File: src/rtl/sd_photo_pkg.sv
// rtl/sd_photo_pkg.sv - shared constants, FSM state type and byte helper for the SD photo writer
package sd_photo_pkg;

    localparam int BMP_HDR_BYTES = 54;
    localparam int SEC_BYTES     = 512;
    localparam int WORDS_PER_SEC = 256;

    // BMP header field constants
    localparam int DIB_HDR_SIZE  = 40;
    localparam int BMP_BPP       = 24;
    localparam int BMP_PPM       = 2835;

    typedef enum logic [2:0] {
        ST_IDLE,
        ST_SEC_START,
        ST_WAIT_BUSY,
        ST_XFER,
        ST_WAIT_IDLE,
        ST_DONE
    } wp_state_e;

    // Little-endian byte k of a 32-bit header field
    function automatic logic [7:0] le_byte(input logic [31:0] v, input logic [1:0] k);
        return v[{k, 3'b000} +: 8];
    endfunction

endpackage

File: src/rtl/bmp_header_rom.sv
// rtl/bmp_header_rom.sv - combinational 54-byte BMP header lookup sized from IMG_W/IMG_H
module bmp_header_rom
    import sd_photo_pkg::*;
#(
    parameter int IMG_W = 1024,
    parameter int IMG_H = 768
) (
    input  logic [5:0] idx,
    output logic [7:0] hdr_byte
);

    localparam logic [31:0] PIX_BYTES  = 32'(IMG_W * IMG_H * 3);
    localparam logic [31:0] TOT_BYTES  = 32'(BMP_HDR_BYTES) + PIX_BYTES;
    localparam logic [31:0] WIDTH_F    = 32'(IMG_W);
    // Negative height marks the bitmap top-down so SDRAM row order is kept
    localparam logic [31:0] HEIGHT_F   = 32'd0 - 32'(IMG_H);
    localparam logic [31:0] OFFSET_F   = 32'(BMP_HDR_BYTES);
    localparam logic [31:0] DIB_F      = 32'(DIB_HDR_SIZE);
    localparam logic [31:0] PPM_F      = 32'(BMP_PPM);

    // Byte lookup; fields not listed (reserved, compression, colour counts) read as zero
    always_comb begin
        hdr_byte = 8'h00;
        case (idx)
            6'd0:                       hdr_byte = 8'h42;
            6'd1:                       hdr_byte = 8'h4D;
            6'd2, 6'd3, 6'd4, 6'd5:     hdr_byte = le_byte(TOT_BYTES, 2'(idx - 6'd2));
            6'd10, 6'd11, 6'd12, 6'd13: hdr_byte = le_byte(OFFSET_F,  2'(idx - 6'd10));
            6'd14, 6'd15, 6'd16, 6'd17: hdr_byte = le_byte(DIB_F,     2'(idx - 6'd14));
            6'd18, 6'd19, 6'd20, 6'd21: hdr_byte = le_byte(WIDTH_F,   2'(idx - 6'd18));
            6'd22, 6'd23, 6'd24, 6'd25: hdr_byte = le_byte(HEIGHT_F,  2'(idx - 6'd22));
            6'd26:                      hdr_byte = 8'd1;
            6'd28:                      hdr_byte = 8'(BMP_BPP);
            6'd34, 6'd35, 6'd36, 6'd37: hdr_byte = le_byte(PIX_BYTES, 2'(idx - 6'd34));
            6'd38, 6'd39, 6'd40, 6'd41: hdr_byte = le_byte(PPM_F,     2'(idx - 6'd38));
            6'd42, 6'd43, 6'd44, 6'd45: hdr_byte = le_byte(PPM_F,     2'(idx - 6'd42));
            default:                    hdr_byte = 8'h00;
        endcase
    end

endmodule

File: src/rtl/sd_write_photo.sv
// rtl/sd_write_photo.sv - SDRAM frame to SD card BMP writer; SD_WRITE_PHOTO_CHK_EN adds sticky err
module sd_write_photo
    import sd_photo_pkg::*;
#(
    parameter int IMG_W = 1024,
    parameter int IMG_H = 768
) (
    input  logic        clk,
    input  logic        rst,
    input  logic        start,
    input  logic [31:0] start_sec_addr,
    output logic        sdram_rd_en,
    input  logic [15:0] sdram_rd_data,
    output logic        wr_start_en,
    output logic [31:0] wr_sec_addr,
    input  logic        wr_busy,
    input  logic        wr_req,
    output logic [15:0] wr_data,
    output logic        busy,
    output logic        done
`ifdef SD_WRITE_PHOTO_CHK_EN
    ,
    output logic        err
`endif
);

    localparam int NPIX      = IMG_W * IMG_H;
    localparam int PIX_BYTES = NPIX * 3;
    localparam int TOT_BYTES = BMP_HDR_BYTES + PIX_BYTES;
    localparam int SEC_NUM   = (TOT_BYTES + SEC_BYTES - 1) / SEC_BYTES;
    localparam int PCW       = $clog2(NPIX + 1);
    localparam int SCW       = $clog2(SEC_NUM + 1);
    localparam logic [7:0] LAST_WORD = 8'(WORDS_PER_SEC - 1);

    wp_state_e        state_q, state_d;
    logic [31:0]      sec_ptr_q, sec_ptr_d;
    logic [SCW-1:0]   sec_cnt_q, sec_cnt_d;
    logic [7:0]       word_cnt_q, word_cnt_d;
    logic             wr_start_en_q, wr_start_en_d;
    logic [31:0]      wr_sec_addr_q, wr_sec_addr_d;
    logic [15:0]      wr_data_q, wr_data_d;
    logic             busy_q, busy_d;
    logic             done_q, done_d;

    // Byte queue: byte 0 (oldest) in the low bits, unused slots kept zero
    logic [47:0]      q_q, q_d;
    logic [2:0]       qcnt_q, qcnt_d;
    logic [5:0]       hdr_idx_q, hdr_idx_d;
    logic [PCW-1:0]   pix_cnt_q, pix_cnt_d;
    logic             rd_en_q, rd_en_d;
    logic             pend_q, pend_d;

    logic             load, sec_adv, word_ev;
    logic             filling, hdr_done, pix_left, rd_idle;
    logic             hdr_push, rd_issue, pad_push, pop;
    logic [7:0]       hdr_byte;
    logic [23:0]      push_vec;
    logic [2:0]       push_n;
    logic [2:0]       base;
    logic [47:0]      q_shift;

    bmp_header_rom #(
        .IMG_W (IMG_W),
        .IMG_H (IMG_H)
    ) u_hdr (
        .idx      (hdr_idx_q),
        .hdr_byte (hdr_byte)
    );

    assign word_ev = (state_q == ST_XFER) && wr_req;

    // Sector sequencing: next state and control strobes
    always_comb begin
        state_d = state_q;
        load    = 1'b0;
        sec_adv = 1'b0;
        case (state_q)
            ST_IDLE: begin
                if (start) begin
                    load    = 1'b1;
                    state_d = ST_SEC_START;
                end
            end
            ST_SEC_START: state_d = ST_WAIT_BUSY;
            ST_WAIT_BUSY: begin
                if (wr_busy) begin
                    state_d = ST_XFER;
                end
            end
            ST_XFER: begin
                if (word_ev && (word_cnt_q == LAST_WORD)) begin
                    state_d = ST_WAIT_IDLE;
                end
            end
            ST_WAIT_IDLE: begin
                if (!wr_busy) begin
                    sec_adv = 1'b1;
                    state_d = (sec_cnt_q == SCW'(SEC_NUM - 1)) ? ST_DONE : ST_SEC_START;
                end
            end
            ST_DONE: state_d = ST_IDLE;
            default: state_d = ST_IDLE;
        endcase
    end

    // Sector pointer, counters and registered handshake outputs
    always_comb begin
        sec_ptr_d     = sec_ptr_q;
        sec_cnt_d     = sec_cnt_q;
        word_cnt_d    = word_cnt_q;
        wr_sec_addr_d = wr_sec_addr_q;
        if (load) begin
            sec_ptr_d = start_sec_addr;
            sec_cnt_d = '0;
        end else if (sec_adv) begin
            sec_ptr_d = sec_ptr_q + 32'd1;
            sec_cnt_d = sec_cnt_q + SCW'(1);
        end
        if (state_q == ST_SEC_START) begin
            word_cnt_d = 8'd0;
        end else if (word_ev) begin
            word_cnt_d = word_cnt_q + 8'd1;
        end
        wr_start_en_d = (state_d == ST_SEC_START);
        if (state_d == ST_SEC_START) begin
            wr_sec_addr_d = sec_ptr_d;
        end
        busy_d = (state_d != ST_IDLE) && (state_d != ST_DONE);
        done_d = (state_d == ST_DONE);
    end

    // Byte queue filling (header, pixels, zero padding) and draining into wr_data
    always_comb begin
        filling  = (state_q == ST_SEC_START) || (state_q == ST_WAIT_BUSY) ||
                   (state_q == ST_XFER)      || (state_q == ST_WAIT_IDLE);
        hdr_done = (hdr_idx_q == 6'(BMP_HDR_BYTES));
        pix_left = (pix_cnt_q != PCW'(NPIX));
        rd_idle  = !rd_en_q && !pend_q;
        // Header and padding only push while no pixel read is in flight, so the
        // 3-byte space reserved at issue is still free when the pixel lands
        hdr_push = filling && !hdr_done && (qcnt_q <= 3'd5) && !pend_q;
        rd_issue = filling && hdr_done && pix_left && rd_idle && (qcnt_q <= 3'd3);
        pad_push = filling && hdr_done && !pix_left && rd_idle && (qcnt_q <= 3'd4);
        pop      = word_ev && (qcnt_q >= 3'd2);

        q_shift  = pop ? (q_q >> 16) : q_q;
        base     = pop ? (qcnt_q - 3'd2) : qcnt_q;

        push_vec = 24'h0;
        push_n   = 3'd0;
        if (pend_q) begin
            // RGB565 to BGR888: widen each channel by repeating its top bits
            push_vec = {sdram_rd_data[15:11], sdram_rd_data[15:13],
                        sdram_rd_data[10:5],  sdram_rd_data[10:9],
                        sdram_rd_data[4:0],   sdram_rd_data[4:2]};
            push_n   = 3'd3;
        end else if (hdr_push) begin
            push_vec = {16'h0, hdr_byte};
            push_n   = 3'd1;
        end else if (pad_push) begin
            push_n   = 3'd2;
        end

        q_d       = q_shift | ({24'h0, push_vec} << {base, 3'b000});
        qcnt_d    = base + push_n;
        hdr_idx_d = hdr_push ? (hdr_idx_q + 6'd1) : hdr_idx_q;
        pix_cnt_d = rd_issue ? (pix_cnt_q + PCW'(1)) : pix_cnt_q;
        rd_en_d   = rd_issue;
        pend_d    = rd_en_q;
        if (load) begin
            q_d       = '0;
            qcnt_d    = 3'd0;
            hdr_idx_d = 6'd0;
            pix_cnt_d = '0;
        end

        wr_data_d = wr_data_q;
        if (word_ev) begin
            wr_data_d = pop ? {q_q[7:0], q_q[15:8]} : 16'h0000;
        end
    end

    // Control state register
    always_ff @(posedge clk) begin
        if (rst) begin
            state_q       <= ST_IDLE;
            sec_ptr_q     <= 32'd0;
            sec_cnt_q     <= '0;
            word_cnt_q    <= 8'd0;
            wr_start_en_q <= 1'b0;
            wr_sec_addr_q <= 32'd0;
            busy_q        <= 1'b0;
            done_q        <= 1'b0;
        end else begin
            state_q       <= state_d;
            sec_ptr_q     <= sec_ptr_d;
            sec_cnt_q     <= sec_cnt_d;
            word_cnt_q    <= word_cnt_d;
            wr_start_en_q <= wr_start_en_d;
            wr_sec_addr_q <= wr_sec_addr_d;
            busy_q        <= busy_d;
            done_q        <= done_d;
        end
    end

    // Datapath registers: queue, fetch bookkeeping and output word
    always_ff @(posedge clk) begin
        if (rst) begin
            q_q       <= 48'h0;
            qcnt_q    <= 3'd0;
            hdr_idx_q <= 6'd0;
            pix_cnt_q <= '0;
            rd_en_q   <= 1'b0;
            pend_q    <= 1'b0;
            wr_data_q <= 16'h0000;
        end else begin
            q_q       <= q_d;
            qcnt_q    <= qcnt_d;
            hdr_idx_q <= hdr_idx_d;
            pix_cnt_q <= pix_cnt_d;
            rd_en_q   <= rd_en_d;
            pend_q    <= pend_d;
            wr_data_q <= wr_data_d;
        end
    end

    assign sdram_rd_en = rd_en_q;
    assign wr_start_en = wr_start_en_q;
    assign wr_sec_addr = wr_sec_addr_q;
    assign wr_data     = wr_data_q;
    assign busy        = busy_q;
    assign done        = done_q;

`ifdef SD_WRITE_PHOTO_CHK_EN
    logic err_q;

    // Sticky flag for a word request the queue cannot serve or that arrives outside a transfer
    always_ff @(posedge clk) begin
        if (rst) begin
            err_q <= 1'b0;
        end else begin
            if (wr_req && ((state_q != ST_XFER) || (qcnt_q < 3'd2))) begin
                err_q <= 1'b1;
            end
            assert (!(wr_req && ((state_q != ST_XFER) || (qcnt_q < 3'd2))))
                else $error("sd_write_photo: wr_req outside XFER or byte queue underflow");
        end
    end

    assign err = err_q;
`endif

endmodule

File: config.mk
export PLATFORM = sky130hd
export DESIGN_NAME = sd_write_photo
export DESIGN_NICKNAME = d
export VERILOG_FILES = /design/src/rtl/sd_photo_pkg.sv /design/src/rtl/bmp_header_rom.sv /design/src/rtl/sd_write_photo.sv
export SDC_FILE = /design/constraint.sdc
export NUM_CORES = 1
export LEC_CHECK = 0
export CAP_MARGIN = 25
export CORE_UTILIZATION = 57
export CTS_CLUSTER_DIAMETER = 60
export DETAILED_ROUTE_END_ITERATION = 7
export PLACE_DENSITY = 0.87
export SLEW_MARGIN = 10
export SYNTH_ARGS = -nofsm -noshare
export SYNTH_HDL_FRONTEND = slang
export SYNTH_SLANG_ARGS = --single-unit
File: constraint.sdc
create_clock -name clk -period 3.4 [get_ports clk]
set_clock_uncertainty 0.2 [all_clocks]
set_input_delay 0.34 -clock clk [delete_from_list [all_inputs] [get_ports clk]]
set_output_delay 0.34 -clock clk [all_outputs]
set_load 0.01 [all_outputs]
==> Word-level counts from Yosys, hierarchy flattened <==
Cells that the tools add are included.
{ "word_totals": {"out_inout_bits": 52, "regBits": 186, "input_bits": 53} }
{ "classes": {"reduce_logical": 35, "add_sub_neg": 15, "mux": 21, "n_shift": 9, "n_lt_le_gt_ge": 4, "n_eq_ne": 46, "bitwise": 1} }
{ "op_table": {"columns": ["operator", "n"], "rows": [
  ["variable part select 32 x 6 -> 8 bit (first input constant)", 8],
  ["case mux 8 bit (12 select lines)", 1],
  ["== test 6 bit (second input constant)", 13],
  ["== test 6 x 5 -> 1 bit (second input constant)", 12],
  ["two-way mux 32 bit", 2],
  ["two-way mux 48 bit", 1],
  ["OR 48 bit", 1],
  ["left shift 24 x 6 -> 48 bit", 1],
  ["== test 6 x 4 -> 1 bit (second input constant)", 6],
  ["adder 32 x 1 -> 32 bit (second input constant)", 1],
  ["OR reduction 4 bit", 8],
  ["two-way mux 24 bit", 1],
  ["adder 20 x 1 -> 20 bit (second input constant)", 1],
  ["inequality test 20 bit (second input constant)", 1],
  ["two-way mux 3 bit", 6],
  ["two-way mux 16 bit", 1],
  ["subtractor 2 bit (second input constant)", 8],
  ["logical AND 1 bit", 15],
  ["case mux 3 bit (5 select lines)", 1],
  ["adder 13 x 1 -> 13 bit (second input constant)", 1],
  ["== test 13 bit (second input constant)", 1],
  ["== test 6 x 2 -> 1 bit (second input constant)", 2],
  ["== test 6 x 3 -> 1 bit (second input constant)", 2],
  ["adder 8 x 1 -> 8 bit (second input constant)", 1],
  ["other kinds (21)", 36]
]} }

==> Depth between registers and ports, before layout <==
Gate-level depths: netlist of the first run.
{ "logic_depth": {"depth_word": 12, "ltp_mapped": 12} }

==> Modules after synthesis <==
From an unflattened synthesis of the first run, not the netlist that was laid out.
{ "unflattened": {"hier_cells": 1132, "hier_area_um2": 9658.0} }
{ "by_module_without_submodules": {"columns": ["mod", "seq_area_each_um2", "area_each_um2", "cells_each", "instances"], "rows": [
  ["sd_write_photo", 3723.6, 9243.9, 1071, 1],
  ["bmp_header_rom", 0.0, 414.1, 61, 1]
]} }

==> Worst setup path after synthesis of the first run <==
Ideal clock, no wire load.
{ "synth_path": {"path_kind": "reg2reg", "from": "reg hdr_idx_q[0]", "to": "reg q_q[17]", "t_arrival_ns": 2.711, "n_path_buf": 2, "path_slack_ns": 0.414, "stages_incl_launch_ff": 12, "setup_ns": 0.075, "path_cell_list": "dfxtp_1 > clkbuf_1 > inv_1 > ha_1 > and3_4 > and2_4 > or4_4 > buf_6 > a21o_1 > o31a_1 > o31a_1 > o22ai_2"} }
{ "synth_between": {"elab_chain_len": 9, "elab_cells_between_ends": 70} }
{ "synth_rtl": {"columns": ["element", "line_no", "text"], "rows": [
  ["from (decl)", "sd_write_photo.sv:48", "logic [5:0] hdr_idx_q, hdr_idx_d;"],
  ["from (signal assigned)", "sd_write_photo.sv:219", "hdr_idx_q <= hdr_idx_d;"],
  ["branches (longest 5 deep; another with subtractor 2 bit)", null, null],
  ["two-way mux 8 bit (*)", "sd_write_photo.sv:157", "end else if (hdr_push) begin"],
  ["two-way mux 24 bit (*)", "sd_write_photo.sv:151", "if (pend_q) begin"],
  ["left shift 24 x 6 -> 48 bit (*)", "sd_write_photo.sv:164", "q_d = q_shift | ({24'h0, push_vec} << {base, 3'b000});"],
  ["OR 48 bit (*)", "sd_write_photo.sv:164", null],
  ["to (signal assigned)", "sd_write_photo.sv:217", "q_q <= q_d;"],
  ["to (decl)", "sd_write_photo.sv:46", "logic [47:0] q_q, q_d;"]
]} }
Mark *: on every way between the ends.
A chain may end at the register's enable or synchronous reset.

==> Worst setup path after layout of the first run <==
{ "layout_path": {"from": "reg hdr_idx_q[1]", "to": "reg q_q[22]"} }
The elaborated chain is that of the path after synthesis.

==> out/metrics.cfg, run 1 <==
[floorplan]
die_area_um2 = 17400
core.rowCount = 47
fp.dieH_um = 132
start_util_pct = 58.1
die_w_um = 132
io_pins = 105
design.core.area_um2 = 16500

[cts]
clk_latency_ns = 0.44
cts_inserted_buffers = 17
htreeDepth = 4
clock_sinks = 186
path_clk_slew_ns = 0.07
cts_tree = yes
cts_resized = 0
clockRootBuffer = clkbuf_16
clockBufferDepth = 2

[timing]
fmax_mhz = 308
final_max_slew_viol_count = 0
rsz0062_at_grt = no
setup_viol = 0
slew_headroom_pct = 50.5
fin_tns_setup_ns = 0
hold_viol_final = 0
fin_ws_ns = 0.151
tightest_slew_ns = 0.736
period_needed_ns = 3.25
fin_crit_sh_pct = 95.5
whs_ns = 0.276

[global_route]
grt_pass1_wl_mm = 43.5
antenna_found_initial = 0
grt_max_degree = 73
grt_pass1_vias = 8742
grt.overflow.total = 0
grt.total_usage_pct = 30.6

[final_layout]
drive_gt1_share_pct = 7.77
fin_area_um2 = 11500
num_antenna_cells = 0
finalNetCount = 1343
syn2layout_area_growth_pct = 19.4

[placement]
place_congestion = 0.944
pre_cts_ws_ns = 0.243
dp_hpwl_mm = 17.8
placed_area_um2 = 10900
port_buffers = 104

[critical_path]
slowest_stage = a221oi_1
crit_path_cell_trace = inv_1 -> ha_1 -> nor2_1 -> a221oi_1 -> nand3_1 -> buf_4 -> a221oi_1 -> nand2b_1 -> nand3_1 -> a41oi_1
r2r_setup_slack_ns = 0.15
arrival_ns = 3.41
crit_fanout = 9
crit_family = compound AO/OA/AOI/OAI gates
r2r_end = q_q[22]
critical_path_class = reg -> reg
start_kind = flop
r2r_cells = 10
critPathMaxStageDelay_ns = 0.47
r2r-start = hdr_idx_q[1]
cp.required_ns = 3.57
cp_num_buf_inv = 2
crit_path_end_kind = flop

[synth]
synth.avg_cell_area_um2 = 8.07
syn_nets = 1259
ys_warn_count = 0
synth_area_um2 = 9610
async_reset_ff_share_pct = 0
synth_seq_cells = 186
syn_inst = 1191
synth_area_leaders = dfxtp_1 39%, nor2_1 6.4%, a21oi_1 4.7%, nand2_1 3.9%, xnor2_1 3.1%
synth_flop_cell = dfxtp_1
ys_types = 82
synth_enable_flop_cells = 0
synth_top_area_share_pct = 38.8
yosys.area.top_type = dfxtp_1
synth-seq-area-share_pct = 38.8

[worst_hold_path]
whs_endpoint = wr_sec_addr[23]
min_path_cells = 2
hold_start = wr_sec_addr[23]
worst_hold_path_type = reg -> reg

[status]
status = finished clean

[pwr]
p_leak_nw = 4.03
ir_drop_mv = 0.394
power_density_nw_per_um2 = 433

[drt]
routedWlPerCell_um = 17.5
drtPass1Iterations = 6
drt_iter0_drc = 1002
ant_nets = 0
num_vias = 9193
wl_mm = 26.4
vias_per_cell = 6.10
drc = 0

[run]
drv_cap = 0

-- layout make-up --
type / count / area [µm²]
clock inverters: 14 / 156
multi-input cells: 901 / 5480
well taps: 220 / 275
repair buffers: 139 / 1300
clock buffers: 17 / 425
flip-flops and latches: 186 / 3720
inverters: 30 / 115
fillers: 1293 / 5050
-- power by group --
group	switching [mW]	internal (mW)	leakage, nW	total [mW]
combinational	0.383	0.278	2.24	0.662
clock	0.946	1.04	0.283	1.98
sequential	0.0715	2.26	1.51	2.33
-- cells by family after synthesis --
kind of cell,Yosys count,share of synthesized area (%)
and+or+nand+nor,502,26.5
muxes,30,3.14
AOI/OAI and AO/OA,294,19.5
DFF,186,38.8
adders and majority gates,15,2.03
buffers and inverters,104,4.49
xor gates and xnor gates,60,5.55
-- what timing repair did --
| action | 4_1_cts | 5_1_grt |
|---|---|---|
| hold endpoints to repair | 2 | 0 |
| buffers inserted | 0 | 0 |
| hold buffers | 1 | 0 |
-- per-layer routing --
metal | GRT usage, % | up-vias | share of wire (%)
met1 | 39.9 | 4324 | 44
li1 | - | 4429 | -
met5 | 0 | - | 0
met3 | 6.00 | 55 | 7.1
met2 | 49.9 | 385 | 46
met4 | 11.9 | 0 | 2.7
-- flip-flops by register name, indices dropped and copies added, names as in the netlist, 3 cells and up --
signal       count
pix_cnt_q       20
wr_data         16
word_cnt_q       8
hdr_idx_q        6
q_q             48
sec_ptr_q       32
state_q          3
wr_sec_addr     32
qcnt_q           3
sec_cnt_q       13
-- worst max-delay path by stage --
stage | startpoint | to | slack [ns] | cells after the start
after detailed placement | hdr_idx_q[1] | q_q[22] | 0.24 | 10
after floorplan | hdr_idx_q[0] | q_q[17] | 0.41 | 11
after global placement | hdr_idx_q[0] | q_q[22] | 0.36 | 9
after CTS | hdr_idx_q[1] | q_q[22] | 0.23 | 10
after global routing | hdr_idx_q[0] | q_q[44] | 0.02 | 10
final | hdr_idx_q[1] | q_q[22] | 0.15 | 10
-- cells in the final DEF (no fill, tap or decap), types with 17 or more instances in the layout --
| cell type | count |
|---|---|
| or3_1 | 23 |
| nand2_1 | 99 |
| o21ai_0 | 59 |
| xor2_1 | 25 |
| nand3_1 | 47 |
| xnor2_1 | 34 |
| buf_4 | 34 |
| clkbuf_16 | 17 |
| a211oi_1 | 23 |
| nor2_1 | 164 |
| mux2i_1 | 29 |
| inv_1 | 28 |
| and2_1 | 18 |
| nand4_1 | 24 |
| a21oi_1 | 90 |
| o22ai_1 | 18 |
| dfxtp_1 | 186 |
| clkdlybuf4s50_1 | 103 |
| nor3_1 | 22 |
-- worst reg2reg max path, cell delays in order, from the launching register on --
cell      delay (ns)
dfxtp_1         0.35
inv_1           0.21
ha_1            0.39
nor2_1          0.11
a221oi_1        0.47
nand3_1         0.19
buf_4           0.20
a221oi_1        0.47
nand2b_1        0.26
nand3_1         0.11
a41oi_1         0.22
-- synthesized netlist by cell type (18+ instances only) --
cell type and n:
dfxtp_1 186, nor2_1 164, nand2_1 101, a21oi_1 90
o21ai_0 59, clkbuf_1 53, nand3_1 47, xnor2_1 34
mux2i_1 29, inv_1 28, xor2_1 25, nand4_1 24
a211oi_1 23, or3_1 23, nor3_1 22, and2_1 18
o22ai_1 18
-- through the flow --
step                util (%)  cells  power (mW)
global placement        65.9   1475        3.01
global route            69.4   1507        5.13
finish                  69.4   1507        4.97
detailed placement      65.9   1475        3.02
CTS                     69.4   1507        4.96
floorplan                  -   1191        2.76
Power figures use the tool's default switching activity.
==> run 2: changes to the inputs <==
HOLD_SLACK_MARGIN = 0.03   (was unset)
==> results of run 2 <==
Same layout as run 1: the final DEF is identical, and so are final timing and power.
